File: config.mk
export PLATFORM = sky130hd
export DESIGN_NAME = fetch_unit
export DESIGN_NICKNAME = d
export VERILOG_FILES = /design/src/rtl/fetch_unit.sv
export SDC_FILE = /design/constraint.sdc
export NUM_CORES = 1
export LEC_CHECK = 0
export CAP_MARGIN = 20
export CORE_MARGIN = 3
export CORE_UTILIZATION = 50
export DETAILED_ROUTE_END_ITERATION = 8
export HOLD_SLACK_MARGIN = 0.02
export PLACE_DENSITY_LB_ADDON = 0.3
export SLEW_MARGIN = 20
export SYNTH_ARGS = -nofsm -noshare
export SYNTH_HDL_FRONTEND = slang
export SYNTH_SLANG_ARGS = --single-unit
File: constraint.sdc
create_clock -name clock_in -period 5.6 [get_ports clock_in]
set_input_delay 1.12 -clock clock_in [delete_from_list [all_inputs] [get_ports clock_in]]
set_output_delay 1.12 -clock clock_in [all_outputs]
set_load 0.02 [all_outputs]
File: src/rtl/fetch_unit.sv
// fetch_unit -- instruction-fetch stage of the pipelined MIPS core.
//
// Owns the PC, the instruction-memory request handshake and the IF/ID
// pipeline register. A three-state FSM tracks the outstanding request:
//   FETCH  : request at pc is outstanding.
//   BUFFER : a word has arrived while the pipeline is stalled. It is parked
//            in buf_q, so no refetch is needed and no request is issued.
//   DRAIN  : a branch redirected the pc while a request was still pending.
//            The orphaned request stays on drain_addr_q until it completes,
//            and its data is discarded.
//
// Handshake: the memory request is imem_req_out together with imem_addr_out.
// It completes on the rising edge where imem_req_out=1 and imem_ready_in=1.
// While it is pending, the address is held stable. Every request completes
// exactly once, and no request is abandoned by changing the address.
//
// Ports:
//   clock_in, reset_in         clock, synchronous active-high reset
//   pc_wr_in, if_id_wr_in      hazard-unit stalls (both 1 = advance)
//   branch_taken_in/target_in  ID-stage redirect, flushes IF/ID
//   imem_req_out/addr_out      instruction-memory request
//   imem_ready_in/data_in      instruction-memory response
//   if_id_*_out                IF/ID register contents
//   instruction2msb_out        IF/ID instruction[31:16] for the hazard unit
//   fsm_state_out              current FSM state (FETCH=0, BUFFER=1, DRAIN=2)
module fetch_unit #(
  parameter logic [31:0] RESET_PC = 32'h0000_0000
) (
  input  logic        clock_in,
  input  logic        reset_in,
  input  logic        pc_wr_in,
  input  logic        if_id_wr_in,
  input  logic        branch_taken_in,
  input  logic [31:0] branch_target_in,
  output logic        imem_req_out,
  output logic [31:0] imem_addr_out,
  input  logic        imem_ready_in,
  input  logic [31:0] imem_data_in,
  output logic [31:0] if_id_instruction_out,
  output logic [31:0] if_id_pc4_out,
  output logic        if_id_valid_out,
  output logic [15:0] instruction2msb_out,
  output logic [1:0]  fsm_state_out
);

  typedef enum logic [1:0] {
    S_FETCH  = 2'd0,
    S_BUFFER = 2'd1,
    S_DRAIN  = 2'd2
  } state_e;

  state_e      state_q, state_d;
  logic [31:0] pc_q, pc_d;
  logic [31:0] drain_addr_q, drain_addr_d;
  logic [31:0] buf_q, buf_d;
  logic [31:0] instr_q, instr_d;
  logic [31:0] pc4_q, pc4_d;
  logic        valid_q, valid_d;

  logic        advance;
  logic [31:0] pc_plus4;

  // If the two stall signals disagree, the stage stalls.
  assign advance  = pc_wr_in & if_id_wr_in;
  assign pc_plus4 = pc_q + 32'd4;

  always_ff @(posedge clock_in) begin
    if (reset_in) begin
      state_q      <= S_FETCH;
      pc_q         <= RESET_PC;
      drain_addr_q <= 32'h0;
      buf_q        <= 32'h0;
      instr_q      <= 32'h0;
      pc4_q        <= 32'h0;
      valid_q      <= 1'b0;
    end else begin
      state_q      <= state_d;
      pc_q         <= pc_d;
      drain_addr_q <= drain_addr_d;
      buf_q        <= buf_d;
      instr_q      <= instr_d;
      pc4_q        <= pc4_d;
      valid_q      <= valid_d;
    end
  end

  always_comb begin
    state_d      = state_q;
    pc_d         = pc_q;
    drain_addr_d = drain_addr_q;
    buf_d        = buf_q;
    instr_d      = instr_q;
    pc4_d        = pc4_q;
    valid_d      = valid_q;

    unique case (state_q)
      S_FETCH: begin
        if (branch_taken_in) begin
          // Flush: insert a NOP and keep pc4. If the request is still
          // pending, it must finish at its original address.
          pc_d    = branch_target_in;
          instr_d = 32'h0;
          valid_d = 1'b0;
          if (!imem_ready_in) begin
            drain_addr_d = pc_q;
            state_d      = S_DRAIN;
          end
        end else if (imem_ready_in) begin
          if (advance) begin
            instr_d = imem_data_in;
            pc4_d   = pc_plus4;
            valid_d = 1'b1;
            pc_d    = pc_plus4;
          end else begin
            buf_d   = imem_data_in;
            state_d = S_BUFFER;
          end
        end
      end

      S_BUFFER: begin
        if (branch_taken_in) begin
          pc_d    = branch_target_in;
          instr_d = 32'h0;
          valid_d = 1'b0;
          buf_d   = 32'h0;
          state_d = S_FETCH;
        end else if (advance) begin
          instr_d = buf_q;
          pc4_d   = pc_plus4;
          valid_d = 1'b1;
          pc_d    = pc_plus4;
          state_d = S_FETCH;
        end
      end

      S_DRAIN: begin
        // A further redirect may arrive while draining. It applies even in
        // the cycle where the orphaned request completes.
        if (branch_taken_in) begin
          pc_d    = branch_target_in;
          instr_d = 32'h0;
          valid_d = 1'b0;
        end
        if (imem_ready_in) begin
          state_d = S_FETCH;
        end
      end

      default: state_d = S_FETCH;
    endcase
  end

  // Request outputs depend only on registered state.
  assign imem_req_out          = (state_q != S_BUFFER);
  assign imem_addr_out         = (state_q == S_DRAIN) ? drain_addr_q : pc_q;
  assign if_id_instruction_out = instr_q;
  assign if_id_pc4_out         = pc4_q;
  assign if_id_valid_out       = valid_q;
  assign instruction2msb_out   = instr_q[31:16];
  assign fsm_state_out         = state_q;

endmodule

**Word-level counts from Yosys, hierarchy flattened**

Cells that the tools add are included.

- Add/subtract/negate cells: 1
- Equality and inequality tests: 15
- Multiplexer cells: 37
- Bitwise gates (word level): 2
- Reductions and logical operators: 9

Operators with widths:

| kind | number |
|---|---|
| two-way mux 32 bit | 19 |
| case mux 32 bit (3 select lines) | 2 |
| case mux 32 bit (2 select lines) | 2 |
| adder 32 x 3 -> 32 bit, second input constant | 1 |
| inequality test 3 bit, second input constant | 5 |
| AND reduction 5 bit | 3 |
| two-way mux 2 bit | 7 |
| inequality test 2 bit, second input constant | 7 |
| case mux 2 bit (3 select lines) | 1 |
| AND reduction 3 bit | 2 |
| two-way mux 1 bit | 5 |
| AND reduction 4 bit | 1 |
| case mux 1 bit (3 select lines) | 1 |
| nonzero test 3 bit | 1 |
| == test 2 x 1 -> 1 bit, second input constant | 1 |
| == test 2 bit, second input constant | 1 |
| zero test 2 bit | 1 |
| inequality test 2 x 1 -> 1 bit, second input constant | 1 |
| nonzero test 2 bit | 1 |
| bitwise AND 1 bit | 1 |
| inverter 1 bit | 1 |

- Register bits: 163
- Input port bits: 70
- Output and inout port bits: 116
- Word-level logic and storage cells: 71

**Longest topological paths before layout**

Gate-level depths: netlist of run 1.

- Word-level depth: 5
- Gate-level depth with buffers: 10
- Mapped depth without buffers: 7

**Worst setup path after synthesis of run 1**

No wires, ideal clock.

- Path kind: reg2out
- Start point: register state_q[1], in the netlist fsm_state_out[1]
- End point: output port imem_addr_out[10]
- Arrival time: 1.879 ns
- Slack: 2.601 ns
- Cell stages (with the launch flop): 5
- Path buffers: 2
- Cells stage by stage: dfxtp_1 > ha_1 > buf_1 > clkbuf_1 > mux2_2

- Longest elaborated chain between the ends: 2

RTL lines:

| item | line | text |
|---|---|---|
| start: declaration | 52 | `state_e state_q, state_d;` |
| start signal: assignment | 77 | `state_q <= state_d;` |
| == test 2 bit | 156 | `assign imem_addr_out = (state_q == S_DRAIN) ? drain_addr_q : pc_q;` |
| two-way mux 32 bit | 156 |  |
| end: declaration | 36 | `output logic [31:0] imem_addr_out,` |

Every way passes these cells.

**Worst setup path in the final report of run 1**

- Start point: register state_q[0], in the netlist fsm_state_out[0]
- End point: output port imem_addr_out[24]

The elaborated chain is that of the path after synthesis.

==> results.txt, run 1 <==
The run gives 0 as the number of pins exceeding their max-slew limit in the final report. The critical path depth in cells is 4, and the post-synthesis net count is 1082. The number of placed instances, taps included, is 1298. In the synthesized netlist the dominant register cell turns out to be sky130_fd_sc_hd__dfxtp_1. The start point of the critical path was fsm_state_out[0].

Counting I/O delays and the setup requirement, the final critical path takes 3.87 ns. DRC violation count after routing: 0. TritonCTS built the clock tree. Detailed placement ended at an HPWL of 15100 um.

The post-route netlist has 9.29% of its cells at a drive strength greater than 1. Counting the buffers created by CTS gives 17. Data on the critical path arrives at its endpoint at 2.75 ns.

Excluding fillers, the count of instances in the completed layout stands at 1330. In this run the count of I/O pins placed on the die edge is 186. The overall global routing resource usage is 25.6%. The worst hold path terminates at buf_q[19].

At the end of the flow the core is filled with cells to 66.8%. The post-route clock period utilization came out at 69.1%. For the post-cts gate resize count, the log shows 0.

Based on the critical path, the design can be clocked at up to 259 MHz. In this run the most critical hold path is launched from buf_q[19]. In the synthesized netlist the async set-or-reset flop fraction comes to 0%.

The measured slew at the worst slew-check pin came out at 1.06 ns. The category of the critical setup timing path was flop to primary output. The die boundary width came out at 133 um. The number of antenna diodes in the final layout is 0.

STA classifies the critical path startpoint as a flop. In this run the worst path has a maximum fanout of 40. The first routing iteration left 817 violations.

The worst hold path belongs to the class flop to flop. The total length of routed met3 wires is 1680 um, and the leakage power figure is 0.00349 uW. The reg-to-reg setup timing slack was 2.21 ns; the area taken by flip-flops and latches was 3260 um^2. On the critical path the largest part of the delay comes from adder cells. Delay of the slowest cell on the worst path: 0.84 ns. Buffers inserted during post-CTS setup optimization: 0.

Setup repair after global routing left no endpoint under its margin. Walking the worst path, the cells encountered are inv_1, ha_2, mux2_2, clkdlybuf4s50_1. The logs give 10200 um for the wire length on met1 and 0 for the number of violations of the max-capacitance limit.

After technology mapping, the gate count stands at 1007. The logs give 0.000244 V for the highest ir drop seen on vdd and 0 for the remaining global-route overflow. Port buffering added 185 buffers.

The netlist area before placement was 8120 um^2; the wire length per cell was 17.5 um. The effective utilization at floorplan was 52.3%. Dividing total power by cell area gives a power density of 346 nW/um^2. The highest layer touched by signal routing is met4.

Setup violations remaining at the end of the flow were counted as 0. Number of vias per cell: 5.86. The logs give 7105 for the number of global-route vias before repair and 1297 for the filler cell count.

The tools report the placement row count as 45. The critical path contains buffers and inverters numbering 2 combined. In the detailed route, the total length drawn on met2 is 11000 um. The area growth from synthesis to layout came out at 27.7%. The net count of the finished layout is 1181. The floorplan core area is 15500 um^2. Setup total negative slack on the finished layout was measured at 0 ns.

The synthesized netlist contains 68 unique library cells. Counting flops and latches in the post-synthesis netlist gives 163. The weighted congestion reported at the end of routability-driven placement is 0.884. STA classifies the critical path endpoint as a primary output. The final worst clock skew is 0.00775 ns.

The number of antenna violations at the first check in global routing came out at 0. The pre-antenna-repair detailed-routing pass consisted of 5 iterations. The master cell of the clock root buffer is sky130_fd_sc_hd__clkbuf_16. The logs give 0 for the warning count from the yosys run and 17800 um^2 for the die area. The tools report the maximum level of the CTS H-tree as 4. The critical register-to-register path endpoint was pc_q[5]. The longest clock path from root to sink contains 2 buffers. The tools report the worst reg2reg path startpoint as fsm_state_out[0]. The tools report the data required time at the worst endpoint as 4.48 ns. The part of the Yosys area used for sequential elements was 40.2%; the via total after detailed routing was 7799. Averaged over all synthesized cells, the footprint is 8.07 um^2.

The clock net sink count is 163, and the count of cells along the worst hold path is 2. The pin count of the biggest net entering global routing was 86. The aggregate routed wire length was 23300 um.

Headroom to the max-slew limit came out at 29.2%. The worst-case reg-to-reg path depth came out at 7. The flow ran to the end, and the final reports show no timing, DRC or antenna violations. The clock input transition at the sequential cells of the worst setup and hold paths works out to 0.07 ns.

The first-pass GRT wire length was 37300 um. At the later pin of the worst-skew pair, clock insertion delay measures 0.43 ns. The die outline height was 133 um.

The residual antenna-violating net count after detailed routing was 0; the multi-input gate area in the final layout was 4290 um^2. The logs give 0 for the number of hold buffers added after cts and 0 for the count of final hold-check violations. The synthesized design contains 0 enable-type register cells. For this design, the slowest cell found on the critical path is sky130_fd_sc_hd__ha_2.
-- power by group --
part	total, uW	internal, uW	switching, uW
combinational	1020	440	576
sequential	1400	1280	121
clock	1170	633	538
total	3590	2350	1230
-- Yosys cell counts (3+ instances only) --
cell type                  count  area [um^2]
sky130_fd_sc_hd__a211oi_1     44          330
sky130_fd_sc_hd__a211oi_2      3         37.5
sky130_fd_sc_hd__a21o_1        3         22.5
sky130_fd_sc_hd__a21oi_1     105          526
sky130_fd_sc_hd__a22o_1        3         26.3
sky130_fd_sc_hd__a22oi_1      34          255
sky130_fd_sc_hd__a31oi_1      15         93.8
sky130_fd_sc_hd__and2_1       11         68.8
sky130_fd_sc_hd__and3_1        4         25.0
sky130_fd_sc_hd__and4_1        3         26.3
sky130_fd_sc_hd__buf_1         3         11.3
sky130_fd_sc_hd__buf_2        26          130
sky130_fd_sc_hd__buf_4        26          195
sky130_fd_sc_hd__clkbuf_1     58          218
sky130_fd_sc_hd__dfxtp_1     163         3260
sky130_fd_sc_hd__ha_1          5         62.6
sky130_fd_sc_hd__inv_1        10         37.5
sky130_fd_sc_hd__mux2_2       27          304
sky130_fd_sc_hd__mux2i_1       6         60.1
sky130_fd_sc_hd__nand2_1     158          593
sky130_fd_sc_hd__nand2b_1      5         31.3
sky130_fd_sc_hd__nand3_1      55          275
sky130_fd_sc_hd__nand4_1       8         50.1
sky130_fd_sc_hd__nor2_1       79          297
sky130_fd_sc_hd__nor3_1        7         35.0
sky130_fd_sc_hd__nor3_2        3         30.0
sky130_fd_sc_hd__nor4_1        6         37.5
sky130_fd_sc_hd__nor4_2        4         50.1
sky130_fd_sc_hd__o211ai_1      4         30.0
sky130_fd_sc_hd__o21ai_0      33          165
sky130_fd_sc_hd__o21ai_1       5         25.0
sky130_fd_sc_hd__o31a_1        4         35.0
sky130_fd_sc_hd__o31ai_1       7         52.6
sky130_fd_sc_hd__o32ai_1       4         35.0
sky130_fd_sc_hd__or2_1         4         25.0
sky130_fd_sc_hd__or3_1         3         18.8
sky130_fd_sc_hd__xnor2_1      19          166
sky130_fd_sc_hd__xor2_1        8         70.1
-- layout make-up --
class	instances	share of cell area [%]
multi-input combinational	717	41.3
clock buffer	17	4.10
sequential	163	31.5
timing repair buffer	196	18.6
clock inverter	15	1.57
inverter	11	0.398
tap	211	2.54
-- worst reg2reg max path: stages (launching register included) --
cell	delay [ns]
sky130_fd_sc_hd__dfxtp_1	0.36
sky130_fd_sc_hd__inv_1	0.13
sky130_fd_sc_hd__ha_2	0.84
sky130_fd_sc_hd__inv_1	0.17
sky130_fd_sc_hd__a21oi_2	0.50
sky130_fd_sc_hd__nand2b_1	0.88
sky130_fd_sc_hd__o21ai_0	0.22
sky130_fd_sc_hd__a21oi_1	0.20
-- cell usage in the layout, fill, tap and decap left out, types with 5 or more instances in the layout --
master / count
sky130_fd_sc_hd__a211oi_1: 44
sky130_fd_sc_hd__xnor2_1: 19
sky130_fd_sc_hd__nand2_1: 158
sky130_fd_sc_hd__and2_1: 11
sky130_fd_sc_hd__nand4_1: 8
sky130_fd_sc_hd__nor4_1: 6
sky130_fd_sc_hd__o31ai_1: 6
sky130_fd_sc_hd__a31oi_1: 15
sky130_fd_sc_hd__nor2_1: 77
sky130_fd_sc_hd__a22oi_1: 34
sky130_fd_sc_hd__mux2i_1: 6
sky130_fd_sc_hd__mux2_2: 27
sky130_fd_sc_hd__xor2_1: 8
sky130_fd_sc_hd__dfxtp_1: 163
sky130_fd_sc_hd__clkbuf_16: 17
sky130_fd_sc_hd__o21ai_1: 5
sky130_fd_sc_hd__inv_6: 7
sky130_fd_sc_hd__buf_4: 12
sky130_fd_sc_hd__nand2b_1: 5
sky130_fd_sc_hd__inv_1: 10
sky130_fd_sc_hd__a21oi_1: 105
sky130_fd_sc_hd__nand3_1: 55
sky130_fd_sc_hd__clkdlybuf4s50_1: 184
sky130_fd_sc_hd__nor3_1: 7
sky130_fd_sc_hd__o21ai_0: 33
-- flip-flops by register name, summed over array words and instances, names as in the netlist --
signal,flops
buf_q,32
drain_addr_q,32
fsm_state_out,2
if_id_instruction_out,32
if_id_pc4_out,32
if_id_valid_out,1
pc_q,32
-- kinds of logic after synthesis --
| family | count (synthesis) | share of synthesized area [%] |
|---|---|---|
| compound gates | 283 | 22.2 |
| fa+ha+maj | 5 | 0.770 |
| simple gates | 369 | 21.9 |
| flops | 163 | 40.2 |
| buf+inv | 127 | 7.59 |
| xor+xnor | 27 | 2.91 |
| mux | 33 | 4.48 |
-- worst max-delay path by stage --
stage	end	slack (ns)
final	imem_addr_out[24]	1.73
after global routing	imem_addr_out[0]	1.57
after CTS	imem_addr_out[0]	1.71
after detailed placement	pc_q[17]	1.79
after global placement	pc_q[17]	1.96
after floorplan	imem_addr_out[10]	2.60
-- per-stage QoR --
stage | area (um^2) | setup WS (ns) | hold slack [ns] | power, uW
final | 10400 | 1.73 | 0.451 | 3590
after global routing | 10400 | 1.57 | 0.467 | 3750
after CTS | 10400 | 1.71 | 0.453 | 3590
after detailed placement | 9780 | 1.79 | 0.443 | 2430
after global placement | 9780 | 1.96 | 0.437 | 2410
after floorplan | 8120 | 2.60 | 0.432 | 2050
-- layer usage --
metal	track usage, %	up-vias
met5	0	-
met4	6.80	0
met3	6.04	34
met2	40.4	313
met1	35.3	3696
li1	-	3756
No activity file was read; power rests on OpenSTA's default activity.
==> run 2: changes to the inputs <==
Clock period 5.6 ns to 3.64 ns, I/O delays scaled along.
==> results.txt, run 2 (synthesized netlist as in run 1, its figures left out) <==
Path type of the worst min-delay path: flop to flop. The wire-length estimate of the detail-placed layout is 15300 um. In this run the count of I/O pins placed on the die edge is 186. Traced cell by cell, the critical path runs through inv_1, ha_4, buf_4, mux2_2, clkdlybuf4s50_1.

Die boundary width: 133 um. Dividing the detail-routed via count by the number of cells gives 5.82. The logs give 0 for the residual antenna-violating net count after detailed routing and 0 for the count of final setup violators.

The tools report the worst path arrival time as 2.57 ns. The number of antenna diodes in the final layout is 0. The category of the critical setup timing path is flop to primary output. The run gives 52.3% as the effective utilization at floorplan. After layout, the minimum clock period comes to 3.29 ns. From synthesis to final layout, the design area changed by 28.9%. The clock tree buffer depth came out at 2.

Port buffering added 185 buffers. The wire length per cell came out at 17.5 um. In this run the most critical hold path is launched from buf_q[9]. Static timing analysis puts the maximum clock frequency at 304 MHz.

Setup repair after global routing left no endpoint under its margin. Count of nets after finishing: 1187. The aggregate routed wire length was 23300 um. For the share of power burned in the clock network, the log shows 33.3%. The H-tree was split into 4 levels. TritonCTS built the clock tree. The clock drives 163 sinks. The flow ran to the end, and the final reports show no timing, DRC or antenna violations. At the pin with the least slew margin, the transition time is 0.745 ns. STA classifies the critical path startpoint as a flop. Normalized max-slew margin: 50.3%. Summing internal, switching and leakage power gives 5600 uW. Per report_power, the sequential group accounts for 38.5% of the total.

STA puts the critical path data required time at 2.91 ns. The weighted congestion reported at the end of routability-driven placement was 0.834; the instance count after placement with tap cells included was 1304. For the count of final hold-check violations, the log shows 0. The critical path starts at fsm_state_out[0]. Entering global routing, the biggest net connects 65 pins. The number of violations of the max-capacitance limit was 0; the number of buffer and inverter instances along the worst setup path was 3. The tools report the clock network latency to the later pin of the worst-skew pair as 0.42 ns. The number of antenna violations at the first check in global routing came out at 0.

The post-route netlist has 9.52% of its cells at a drive strength greater than 1. The detailed router finished its first iteration with 717 violations. In this run the power density over the cells is 534 nW/um^2. In this run the clock root is driven by a sky130_fd_sc_hd__clkbuf_16. Die area: 17800 um^2.

Overall global routing resource usage: 25.7%. Hold is met by 0.449 ns. The highest ir drop seen on vdd came out at 0.000365 V.

The floorplan core area was 15500 um^2. Adding up every negative setup slack in the final design gives 0 ns. Clock-pin slew was measured on the worst setup and hold paths at 0.06 ns.

For this run, the share of the core covered by cells in the final layout is 67.4%. For this run the aggregate overflow at the end of global routing stands at 0. The standard cell with the maximum stage delay on the critical path is sky130_fd_sc_hd__clkdlybuf4s50_1.

The routed layout has 7768 vias. The analysis attributes to cell leakage a power of 0.00354 uW. The critical path capture point type was a primary output. The first global-routing pass estimated 37700 um of wire.

The logs give 1335 for the count of placed standard cells in the final layout, fillers left out and 1780 uW for the net switching component of the power. Cell internal power was estimated by the tool at 3810 uW. TritonCTS created 17 clock buffers. Delay of the slowest cell on the worst path: 0.54 ns. Before antenna repair, the detailed router went through 5 iterations.

The number of pins exceeding their max-slew limit in the final report came out at 0. Buffers added to address setup during post-CTS repair amount to 0. The net switching share of the total power works out to 31.9%. The most common library cell in the layout ignoring fill and taps is sky130_fd_sc_hd__clkdlybuf4s50_1. The final worst clock skew was 0.00711 ns. Leaving out fill and tap cells, the most frequent cells in the layout are sky130_fd_sc_hd__clkdlybuf4s50_1, sky130_fd_sc_hd__dfxtp_1, sky130_fd_sc_hd__nand2_1, sky130_fd_sc_hd__a21oi_1, sky130_fd_sc_hd__nor2_1.

Critical path's top delay family: buffers and inverters. After detailed routing, the number of remaining DRC violations is 0. The post-route clock period utilization came out at 90.5%.

The combinational share of power was 28.2%. The tools report the placement row count as 45. Of all nets on the critical path, the largest fanout is 28.

The tools report the number of global-route vias before repair as 7297. In this run the critical register-to-register path is launched from pc_q[2]. The die outline height came out at 133 um.
[run 2: layer usage]
layer,track usage [%],vias to the layer above,routed length [um]
met5,0,-,0
met4,8.74,0,481
met3,5.29,42,1590
met2,41.1,300,10900
met1,34.7,3662,10300
li1,-,3764,-
[run 2: repair_timing]
| item | in CTS | in global routing |
|---|---|---|
| setup endpoints to repair | 0 | 1 |
| hold buffers | 0 | 0 |
| resized for setup | 0 | 1 |
[run 2: area by class of cell]
type,count,area [um^2]
fillers,1294,5070
multi-input cells,717,4290
flip-flops and latches,163,3260
repair buffers,202,2000
clock buffers,23,488
well taps,211,264
clock inverters,8,124
inverters,11,41.3
[run 2: worst paths after layout]
kind | end | slack [ns] | depth (start not counted)
min reg2reg | buf_q[9] | 0.45 | 2
min | buf_q[9] | 0.45 | 2
max | imem_addr_out[29] | 0.35 | 5
max reg2reg | pc_q[20] | 1.15 | 6
[run 2: worst reg2reg max path: cells and delay by family (launching register included)]
family | cells | cell delay [ns]
and+or+nand+nor | 3 | 1.15
DFF | 1 | 0.51
AOI/OAI and AO/OA | 2 | 0.40
adders and majority gates | 1 | 0.33
[run 2: power by group through the flow]
| stage | clock network (uW) | registers, uW | logic (uW) |
|---|---|---|---|
| 2_1_floorplan | 0 | 2230 | 928 |
| 3_3_place_gp | 0 | 2180 | 1550 |
| 3_5_place_dp | 0 | 2190 | 1570 |
| 4_1_cts | 1880 | 2150 | 1580 |
| 5_1_grt | 1950 | 2180 | 1710 |
| 6_report | 1860 | 2160 | 1580 |
[run 2: metrics by stage]
| stage | area, um^2 | setup WS (ns) |
|---|---|---|
| floorplan | 8120 | 1.03 |
| global placement | 9850 | 0.607 |
| detailed placement | 9850 | 0.569 |
| CTS | 10500 | 0.105 |
| global route | 10500 | 0.243 |
| finish | 10500 | 0.346 |
